--- config.mk ---
export PLATFORM = sky130hd
export DESIGN_NAME = result_sram_reader_flat
export DESIGN_NICKNAME = d
export VERILOG_FILES = /design/src/rtl/mac_pkg.sv /design/src/rtl/result_sram_reader_if.sv /design/src/rtl/result_rd_fifo.sv /design/src/rtl/result_sram_reader.sv /design/src/flat_wrapper.sv
export SDC_FILE = /design/constraint.sdc
export NUM_CORES = 2
export LEC_CHECK = 0
export ABC_AREA = 0
export CAP_MARGIN = 10
export CORE_MARGIN = 1
export CORE_UTILIZATION = 55
export DETAILED_ROUTE_END_ITERATION = 16
export GPL_TIMING_DRIVEN = 0
export PLACE_DENSITY = 0.81
export SLEW_MARGIN = 5
export SYNTH_ARGS = -nofsm -noshare
export SYNTH_HDL_FRONTEND = slang
export SYNTH_SLANG_ARGS = --single-unit
--- constraint.sdc ---
create_clock -name clk -period 18.5 [get_ports clk]
set_input_delay 2.775 -clock clk [delete_from_list [all_inputs] [get_ports clk]]
set_output_delay 2.775 -clock clk [all_outputs]
set_load 0.03 [all_outputs]
--- src/rtl/mac_pkg.sv ---
// Shared definitions for the MAC result path: data/address/dimension widths,
// the packed dimension-word layout and the result reader state encoding.
package mac_pkg;

   localparam int DATA_W = 32;
   localparam int ADDR_W = 12;
   localparam int DIM_W  = 16;

   // Dimension word layout: {rows, cols}
   localparam int DIM_ROWS_LSB = 16;
   localparam int DIM_COLS_LSB = 0;

   typedef enum logic [1:0] {
      IDLE,
      READ,
      DRAIN,
      DONE
   } rd_state_t;

   function automatic logic [2*DIM_W-1:0] dim_word(input logic [DIM_W-1:0] rows,
                                                   input logic [DIM_W-1:0] cols);
      return {rows, cols};
   endfunction

endpackage

--- src/rtl/result_sram_reader_if.sv ---
// Job request, result SRAM read port and element stream of the result reader.
// The master modport is the reader's view; slave is the surrounding system's view.
interface result_sram_reader_if;
   import mac_pkg::*;

   logic              start_valid;
   logic              start_ready;
   logic [ADDR_W-1:0] base_addr;
   logic [DIM_W-1:0]  num_rows;
   logic [DIM_W-1:0]  num_cols;
   logic [ADDR_W-1:0] sram_result_read_address;
   logic [DATA_W-1:0] sram_result_read_data;
   logic              out_valid;
   logic              out_ready;
   logic [DATA_W-1:0] out_data;
   logic [DIM_W-1:0]  out_row;
   logic [DIM_W-1:0]  out_col;
   logic              out_last;
   logic              busy;
   logic              done;

   modport master (
      input  start_valid, base_addr, num_rows, num_cols, sram_result_read_data, out_ready,
      output start_ready, sram_result_read_address, out_valid, out_data, out_row, out_col,
             out_last, busy, done
   );

   modport slave (
      output start_valid, base_addr, num_rows, num_cols, sram_result_read_data, out_ready,
      input  start_ready, sram_result_read_address, out_valid, out_data, out_row, out_col,
             out_last, busy, done
   );

endinterface

--- src/rtl/result_rd_fifo.sv ---
// Prefetch FIFO holding returned result elements with their tags.
// The head entry is presented combinationally and holds until popped.
module result_rd_fifo #(
   parameter  int WIDTH = 65,
   parameter  int DEPTH = 4,
   localparam int PTR_W = $clog2(DEPTH),
   localparam int CNT_W = $clog2(DEPTH + 1)
) (
   input  logic             clk,
   input  logic             reset,
   input  logic             push,
   input  logic [WIDTH-1:0] push_data,
   input  logic             pop,
   output logic [WIDTH-1:0] head_data,
   output logic [CNT_W-1:0] count,
   output logic             full,
   output logic             empty
);

   logic [WIDTH-1:0] mem [DEPTH];
   logic [PTR_W-1:0] wr_ptr;
   logic [PTR_W-1:0] rd_ptr;
   logic             do_push;
   logic             do_pop;

   assign full      = (count == CNT_W'(DEPTH));
   assign empty     = (count == '0);
   assign do_push   = push && !full;
   assign do_pop    = pop && !empty;
   assign head_data = mem[rd_ptr];

   // Storage is cleared on reset so the visible head reads as zero.
   always_ff @(posedge clk or posedge reset) begin
      if (reset) begin
         for (int i = 0; i < DEPTH; i++) mem[i] <= '0;
         wr_ptr <= '0;
         rd_ptr <= '0;
         count  <= '0;
      end else begin
         if (do_push) begin
            mem[wr_ptr] <= push_data;
            wr_ptr      <= wr_ptr + 1'b1;
         end
         if (do_pop) rd_ptr <= rd_ptr + 1'b1;
         case ({do_push, do_pop})
            2'b10:   count <= count + 1'b1;
            2'b01:   count <= count - 1'b1;
            default: ;
         endcase
      end
   end

endmodule

--- src/rtl/result_sram_reader.sv ---
// Streams a result matrix out of result SRAM as tagged elements, hiding the
// one-cycle read latency behind a credit-controlled prefetch FIFO.
//
// state | meaning
// IDLE  | waiting for a job, start_ready high
// READ  | issuing reads while FIFO credit is available
// DRAIN | all reads issued, waiting for the FIFO to empty
// DONE  | one-cycle done pulse, then back to IDLE
module result_sram_reader
   import mac_pkg::*;
#(
   parameter int FIFO_DEPTH = 4
) (
   input logic                  clk,
   input logic                  reset,
   result_sram_reader_if.master bus
);

   localparam int ENTRY_W = DATA_W + 2*DIM_W + 1;
   localparam int CNT_W   = $clog2(FIFO_DEPTH + 1);
   localparam int IDX_W   = 2*DIM_W;

   rd_state_t         state;
   logic [ADDR_W-1:0] base_q;
   logic [ADDR_W-1:0] addr_hold;
   logic [ADDR_W-1:0] issue_addr;
   logic [DIM_W-1:0]  cols_q;
   logic [DIM_W-1:0]  row_q;
   logic [DIM_W-1:0]  col_q;
   logic [DIM_W-1:0]  pend_row;
   logic [DIM_W-1:0]  pend_col;
   logic              pend_last;
   logic [IDX_W-1:0]  idx_q;
   logic [IDX_W-1:0]  total_q;
   logic [IDX_W-1:0]  total_start;
   logic              inflight;
   logic              issue;
   logic              issue_last;
   logic              start_hs;
   logic              pop;
   logic              start_ready_q;
   logic              busy_q;
   logic              done_q;
   logic [CNT_W-1:0]  fifo_count;
   logic              fifo_full;
   logic              fifo_empty;
   logic [CNT_W:0]    credit_used;
   logic [CNT_W:0]    count_next;
   logic [ENTRY_W-1:0] push_entry;
   logic [ENTRY_W-1:0] head_entry;

   assign total_start = IDX_W'(bus.num_rows) * IDX_W'(bus.num_cols);
   assign start_hs    = bus.start_valid && start_ready_q;
   assign credit_used = {1'b0, fifo_count} + {{CNT_W{1'b0}}, inflight};
   assign issue       = (state == READ) && !fifo_full &&
                        (credit_used < (CNT_W+1)'(FIFO_DEPTH));
   assign issue_last  = (idx_q == total_q - 1'b1);
   assign issue_addr  = base_q + idx_q[ADDR_W-1:0];
   assign pop         = bus.out_valid && bus.out_ready;
   assign count_next  = {1'b0, fifo_count} + {{CNT_W{1'b0}}, inflight} - {{CNT_W{1'b0}}, pop};

   // Address is live during the issue cycle so data lands one cycle later.
   assign bus.sram_result_read_address = issue ? issue_addr : addr_hold;

   assign push_entry = {bus.sram_result_read_data, pend_row, pend_col, pend_last};
   assign {bus.out_data, bus.out_row, bus.out_col, bus.out_last} = head_entry;
   assign bus.out_valid   = !fifo_empty;
   assign bus.start_ready = start_ready_q;
   assign bus.busy        = busy_q;
   assign bus.done        = done_q;

   always_ff @(posedge clk or posedge reset) begin
      if (reset) begin
         state         <= IDLE;
         start_ready_q <= 1'b1;
         busy_q        <= 1'b0;
         done_q        <= 1'b0;
         base_q        <= '0;
         addr_hold     <= '0;
         cols_q        <= '0;
         row_q         <= '0;
         col_q         <= '0;
         idx_q         <= '0;
         total_q       <= '0;
         inflight      <= 1'b0;
         pend_row      <= '0;
         pend_col      <= '0;
         pend_last     <= 1'b0;
      end else begin
         inflight <= issue;
         if (issue) begin
            addr_hold <= issue_addr;
            pend_row  <= row_q;
            pend_col  <= col_q;
            pend_last <= issue_last;
            idx_q     <= idx_q + 1'b1;
            if (col_q == cols_q - 1'b1) begin
               col_q <= '0;
               row_q <= row_q + 1'b1;
            end else begin
               col_q <= col_q + 1'b1;
            end
         end
         case (state)
            IDLE: if (start_hs) begin
               base_q        <= bus.base_addr;
               cols_q        <= bus.num_cols;
               total_q       <= total_start;
               idx_q         <= '0;
               row_q         <= '0;
               col_q         <= '0;
               start_ready_q <= 1'b0;
               if (total_start == '0) begin
                  state  <= DONE;
                  done_q <= 1'b1;
               end else begin
                  state  <= READ;
                  busy_q <= 1'b1;
               end
            end
            READ: if (issue && issue_last) state <= DRAIN;
            // Finish on the edge that pops the final element.
            DRAIN: if (!inflight && count_next == '0) begin
               state  <= DONE;
               busy_q <= 1'b0;
               done_q <= 1'b1;
            end
            DONE: begin
               state         <= IDLE;
               done_q        <= 1'b0;
               start_ready_q <= 1'b1;
            end
            default: state <= IDLE;
         endcase
      end
   end

   result_rd_fifo #(
      .WIDTH (ENTRY_W),
      .DEPTH (FIFO_DEPTH)
   ) u_fifo (
      .clk       (clk),
      .reset     (reset),
      .push      (inflight),
      .push_data (push_entry),
      .pop       (pop),
      .head_data (head_entry),
      .count     (fifo_count),
      .full      (fifo_full),
      .empty     (fifo_empty)
   );

endmodule

--- src/flat_wrapper.sv ---
// flat-port wrapper written by rule: the top's interface ports become plain ports
module result_sram_reader_flat import mac_pkg::*;
#(
   parameter int FIFO_DEPTH = 4
)
  (clk, reset, bus_start_valid, bus_base_addr, bus_num_rows, bus_num_cols, bus_sram_result_read_data, bus_out_ready, bus_start_ready, bus_sram_result_read_address, bus_out_valid, bus_out_data, bus_out_row, bus_out_col, bus_out_last, bus_busy, bus_done);
  result_sram_reader_if bus_i ();
  input logic clk;
  input logic reset;
  input wire logic [$bits(bus_i.start_valid)-1:0] bus_start_valid;
  input wire logic [$bits(bus_i.base_addr)-1:0] bus_base_addr;
  input wire logic [$bits(bus_i.num_rows)-1:0] bus_num_rows;
  input wire logic [$bits(bus_i.num_cols)-1:0] bus_num_cols;
  input wire logic [$bits(bus_i.sram_result_read_data)-1:0] bus_sram_result_read_data;
  input wire logic [$bits(bus_i.out_ready)-1:0] bus_out_ready;
  output wire logic [$bits(bus_i.start_ready)-1:0] bus_start_ready;
  output wire logic [$bits(bus_i.sram_result_read_address)-1:0] bus_sram_result_read_address;
  output wire logic [$bits(bus_i.out_valid)-1:0] bus_out_valid;
  output wire logic [$bits(bus_i.out_data)-1:0] bus_out_data;
  output wire logic [$bits(bus_i.out_row)-1:0] bus_out_row;
  output wire logic [$bits(bus_i.out_col)-1:0] bus_out_col;
  output wire logic [$bits(bus_i.out_last)-1:0] bus_out_last;
  output wire logic [$bits(bus_i.busy)-1:0] bus_busy;
  output wire logic [$bits(bus_i.done)-1:0] bus_done;
  assign bus_i.start_valid = bus_start_valid;
  assign bus_i.base_addr = bus_base_addr;
  assign bus_i.num_rows = bus_num_rows;
  assign bus_i.num_cols = bus_num_cols;
  assign bus_i.sram_result_read_data = bus_sram_result_read_data;
  assign bus_i.out_ready = bus_out_ready;
  assign bus_start_ready = bus_i.start_ready;
  assign bus_sram_result_read_address = bus_i.sram_result_read_address;
  assign bus_out_valid = bus_i.out_valid;
  assign bus_out_data = bus_i.out_data;
  assign bus_out_row = bus_i.out_row;
  assign bus_out_col = bus_i.out_col;
  assign bus_out_last = bus_i.out_last;
  assign bus_busy = bus_i.busy;
  assign bus_done = bus_i.done;
  result_sram_reader #(.FIFO_DEPTH(FIFO_DEPTH)) u_core (.clk(clk), .reset(reset), .bus(bus_i));
endmodule
### Word level (Yosys, flattened, before mapping)

Cells that the tools add are included.

| storage, ports and cells | value |
|---|---|
| input bits | 80 |
| bits in latches | 0 |
| RAM bits | 0 |
| output and inout port bits | 81 |
| memories kept | 0 |
| memory bits (read-only) | 0 |
| logic and storage cells | 113 |
| flip-flop bits (word level) | 442 |

| cells by class | value |
|---|---|
| div/mod/pow operators | 0 |
| shift-type cells | 0 |
| bitwise gates (word level) | 2 |
| $lt $le $gt $ge | 4 |
| equal/unequal tests | 13 |
| multiply operators | 1 |
| reduce and logical (&&, ||, !) cells | 25 |
| $add $sub $neg | 12 |
| muxes and demuxes | 34 |

Operator list:

| operator | count |
|---|---|
| bitwise mux 260 bit | 1 |
| two-way mux 65 bit | 3 |
| binary-select mux 65 bit (select 2 bit) | 1 |
| demux 65 bit (select 2 bit) | 1 |
| two-way mux 16 bit | 8 |
| two-way mux 32 bit | 3 |
| adder 16 x 1 -> 16 bit, second input constant | 2 |
| adder 32 x 1 -> 32 bit, second input constant | 1 |
| == test 32 bit | 1 |
| zero test 32 bit | 1 |
| multiplier 16 x 16 -> 32 bit | 1 |
| subtractor 32 x 1 -> 32 bit, second input constant | 1 |
| == test 16 bit | 1 |
| subtractor 16 x 1 -> 16 bit, second input constant | 1 |
| adder 12 bit | 1 |
| two-way mux 12 bit | 1 |
| logical AND 1 bit | 9 |
| two-way mux 2 bit | 4 |
| one-hot mux 2 bit (4 select lines) | 1 |
| AND reduction 4 bit | 2 |
| two-way mux 1 bit | 7 |
| == test 2 bit, second input constant | 3 |
| greater-or-equal comparator 3 bit, second input constant | 2 |
| != test 2 x 1 -> 1 bit, second input constant | 3 |
| other kinds (22) | 32 |

### Depth between registers and ports, before layout

| logic depth | value |
|---|---|
| word-level depth | 8 |
| depth in mapped cells | 26 |
| depth with buffers taken out | 24 |

### Hierarchy

From an unflattened synthesis, not the netlist that was laid out.

| unflattened totals | value |
|---|---|
| cell total of the unflattened synthesis | 2766 |
| area total of the unflattened synthesis | 29914.9 um2 |

By module, submodules not included:

| module | cells each | sequential area each (um2) | area each (um2) | instances |
|---|---|---|---|---|
| result_sram_reader | 2097 | 4380.5 | 18222.5 | 1 |
| result_rd_fifo | 669 | 6681.4 | 11692.5 | 1 |

### Worst setup path before layout

OpenSTA, ideal clock, no wires.

| path | value |
|---|---|
| path kind | input to register |
| start point | input port bus_num_cols[9] |
| end point | register u_core.done_q (netlist: u_core.bus.done) |
| path slack | 9.259 ns |
| setup time | 0.132 ns |
| path buffers | 3 |
| cell stages on the path | 24 |
| arrival | 9.109 ns |
| cells stage by stage | clkbuf_1 -> clkbuf_1 -> nand2_1 -> fa_1 -> inv_1 -> fa_1 -> fa_1 -> fa_1 -> fa_1 -> inv_1 -> fa_1 -> inv_1 -> ha_1 -> clkbuf_1 -> nand2_1 -> o21bai_1 -> or3b_2 -> o211ai_1 -> xnor2_1 -> nand2_1 -> or4bb_1 -> nor4_2 -> and2_1 -> o211ai_1 |

| between the ends | value |
|---|---|
| longest elaborated chain between the ends | 4 |

RTL lines:

| element | line | source |
|---|---|---|
| start, declared | flat_wrapper.sv:13 | `input wire logic [$bits(bus_i.num_cols)-1:0] bus_num_cols;` |
| multiplier 16 x 16 -> 32 bit | result_sram_reader.sv:52 | `assign total_start = IDX_W'(bus.num_rows) * IDX_W'(bus.num_cols);` |
| zero test 32 bit | result_sram_reader.sv:113 | `if (total_start == '0) begin` |
| != test 2 x 1 -> 1 bit (no line) | n/a |  |
| AND reduction 4 bit (no line) | n/a |  |
| end signal, assigned | result_sram_reader.sv:115 | `done_q <= 1'b1;` |
| end signal, assigned | result_sram_reader.sv:126 | `done_q <= 1'b1;` |
| end signal, assigned | result_sram_reader.sv:130 | `done_q <= 1'b0;` |
| end, declared | result_sram_reader.sv:43 | `logic done_q;` |

No other way between the ends.
A chain may end at the register's enable or synchronous reset.

### Worst setup path after layout

| path | value |
|---|---|
| start point | input port bus_num_cols[7] |
| end point | register u_core.busy_q (netlist: u_core.bus.busy) |

| between the ends | value |
|---|---|
| longest elaborated chain between the ends | 4 |

RTL lines:

| element | line | source |
|---|---|---|
| multiplier 16 x 16 -> 32 bit | result_sram_reader.sv:52 |  |
| zero test 32 bit | result_sram_reader.sv:113 |  |
| != test 2 bit (no line) | n/a |  |
| AND reduction 4 bit (no line) | n/a |  |
| end signal, assigned | result_sram_reader.sv:76 | `busy_q <= 1'b0;` |
| end signal, assigned | result_sram_reader.sv:118 | `busy_q <= 1'b1;` |
| end signal, assigned | result_sram_reader.sv:125 | `busy_q <= 1'b0;` |
| end, declared | result_sram_reader.sv:42 | `logic busy_q;` |

No other way between the ends.

==> results by group <==
Drt
  • WL final: 74.69 mm
  • Met3 Wirelength: 4.537 mm
  • Antenna viol nets, final: 0
  • Residual DRC: 0
  • Metal2 WL: 37.29 mm
  • WL met1: 30.35 mm
  • DR WL/cell: around 20 um
  • Highest metal used: met5
  • Vias: 21,494
  • Iteration-0 DRC count of the detailed router: 1,295
  • Pre-Repair DR Iteration Count: 8
  • Vias per cell: 5.804

GRT
  • Grt total ovfl: 0
  • Vias in the first global route: 22,435
  • Largest net degree at the start of global routing: 123
  • Total track usage: 0.2794
  • Initial antenna violation count: 4
  • First-pass GRT wire length: 120.1 mm

Logic synthesis
  • Ys Warns: 0
  • Mapped Area: 29,730 um^2
  • FF+latch count, synth: 442
  • Cell variety after synth: 86
  • Synth async-reset ratio: 1.000
  • Post-synth EDFFs: 0
  • Post-Synthesis Cells: 2,780
  • Seq/Total Area, Yosys: 0.3721
  • Main synth FF type: dfrtp_1
  • Syn Nets: between 3,000 and 4,000
  • Avg Cell Area, Syn: between 10 and 15 um^2

Critical path
  • WP data arrival: 11.36 ns
  • Data required, critical path: 18.91 ns
  • R2R Setup Slk: 14.67 ns
  • Setup crit end kind: flip-flop
  • Worst setup path category: in -> reg
  • Crit Reg-Reg Endpoint: u_core.state[1]
  • FF-to-FF Start: u_core.total_q[0]
  • Reg2Reg Depth: 12
  • Worst setup SP type: primary input
  • Crit Path Max Fanout: 10

Floorplan
  • Core ar.: 52,970 um^2
  • Die X: 234.5 um
  • Die Area: about 55,000 um^2
  • Row Count: 84
  • Die Height: 234.5 um
  • Initial Util: 0.5613
  • I/O Pins: 161

Clocking
  • Post-CTS repair timing setup buffer count: 0
  • CTS root buf: clkbuf_16
  • Worst-path clk slew: 0.06 ns
  • Max Root-Sink Buffers: 3
  • H-tree depth: 2
  • CTS tree: built
  • Post-CTS Hold Buffers: 0
  • Post-cts resize count: 0
  • Num Clock Sinks: 442
  • Clk_lat worst skew: 0.55 ns
  • Num CTS Buffers: 41

Timing
  • Slew @ Worst Pin: 1.065 ns
  • Pins over their slew limit: 0
  • Final Cycle Share: 0.5916
  • Max-slew headroom: 0.2836
  • RSZ-0062 raised after global routing: false
  • Final Hold Vio Count: 0
  • Tmin final: between 10 and 15 ns
  • Skew final: 0.01423 ns
  • Final setup viols: 0
  • Max Clock Freq: 91.37 MHz

Finish
  • Most frequent cells in the layout: dfrtp_1 (441), nand2_1 (432), inv_1 (274), mux2_2 (261), fa_1 (196)
  • Fin nets: between 3,000 and 4,000
  • Area growth syn-to-layout: 12.84%
  • Finished Core Util: 0.6333
  • Commonest non-fill, non-tap cell in the layout: dfrtp_1
  • Ratio of cells with drive above 1 in the final layout: 0.1413

Hold path
  • Hold EP: u_core.base_q[0]
  • Worst Hold Class: reg -> reg
  • Hold Crit Start: u_core.base_q[0]
  • Hold Crit Depth: 2

Place
  • Detailed placer's ending HPWL: 56.84 mm
  • GPL Wtd Cong: 0.9840
  • Number of I/O port buffers: 159

Run status
  • Status: finished clean

Job
  • # Max-Cap Violations: 0
final cells by class:
class,count,area (um^2)
inverter,275,1040
multi-input combinational,1925,17090
buffer,138,551.8
fill,4020,19420
antenna,1,2.502
sequential,442,11060
tap,688,860.8
timing repair buffer,162,1674
clock inverter,9,62.56
clock buffer,63,1209
flip-flops by register name, indices dropped and copies added, names as in the netlist, 2 cells and up:
signal                count
u_core.total_q           32
u_core.addr_hold         12
u_core.u_fifo.wr_ptr      2
u_core.base_q            12
u_core.col_q             16
u_core.pend_col          16
u_core.cols_q            16
u_core.idx_q             32
u_core.pend_row          16
u_core.u_fifo.count       3
u_core.u_fifo.mem       260
u_core.state              2
u_core.row_q             16
u_core.u_fifo.rd_ptr      2
worst max-delay path: stages:
cell and delay [ns]:
clkdlybuf4s50_1 0.84, clkbuf_1 0.60, nand2_1 0.17, fa_1 0.56, inv_1 0.05, fa_1 0.50, inv_1 0.06, fa_1 0.53
inv_1 0.05, fa_1 0.44, fa_1 0.49, inv_1 0.05, fa_1 0.55, inv_1 0.06, ha_1 0.26, buf_2 0.19
a21oi_1 0.23, o21ai_0 0.14, a221oi_1 0.36, o21a_1 0.28, o21ai_0 0.15, a311oi_1 0.44, or4bb_1 0.54, nor4_2 0.68
a311o_1 0.27, o21ai_1 0.07
through the flow:
stage          instance area, um^2  cells  setup TNS [ns]  hold WS (ns)  setup WS [ns]
2_1_floorplan                29730   2780               0        0.4477          3.411
3_3_place_gp                 32180   3627         -211.72        0.4612        -0.5350
3_5_place_dp                 32270   3630               0        0.4736          7.183
4_1_cts                      33540   3702               0        0.4874          7.732
5_1_grt                      33550   3703               0        0.5096          7.292
6_report                     33550   3703               0        0.4838          7.556
worst max-delay path by stage:
stage,start,to,slack (ns),cells past startpoint
6_report,bus_num_cols[7],u_core.bus.busy,7.56,26
3_5_place_dp,bus_num_cols[7],u_core.bus.busy,7.18,26
4_1_cts,bus_num_cols[7],u_core.bus.busy,7.73,26
3_3_place_gp,reset,u_core.u_fifo.mem[218],-0.54,2
5_1_grt,bus_num_cols[7],u_core.bus.busy,7.29,26
2_1_floorplan,reset,u_core.addr_hold[0],3.41,1
cell usage after synthesis (34+ instances only):
library cell	n	area share
xor2_1	72	0.021
clkbuf_1	115	0.015
mux4_2	65	0.049
inv_1	275	0.035
dfrtp_1	441	0.37
nor3_1	34	0.0057
nand2_1	432	0.055
a21oi_1	55	0.0093
xnor2_1	81	0.024
fa_1	196	0.13
nand3_1	37	0.0062
nor2_1	113	0.014
and2_1	121	0.025
o21ai_0	85	0.014
ha_1	134	0.056
mux2_2	261	0.099
metal layers:
| layer | up-vias | GRT usage |
|---|---|---|
| li1 | 9667 | - |
| met1 | 10933 | 0.3592 |
| met2 | 725 | 0.4862 |
| met3 | 165 | 0.03682 |
| met4 | 4 | 0.09476 |
| met5 | - | 0 |
cells by family (layout without fill, tap and decap cells):
group | count (synthesis) | in the layout | share of synthesized area
adder cells (fa/ha/maj) | 330 | 330 | 0.1884
AND/OR/NAND/NOR | 866 | 866 | 0.1393
flip-flops | 442 | 442 | 0.3721
other | 0 | 1 | 0
AO/OA/AOI/OAI | 240 | 240 | 0.05046
XOR/XNOR | 153 | 153 | 0.04507
buffers and inverters | 413 | 647 | 0.05328
multiplexers | 336 | 336 | 0.1515
Power is not shown: default switching activity piles up to over one toggle a cycle in this logic, so the estimate is an artifact.
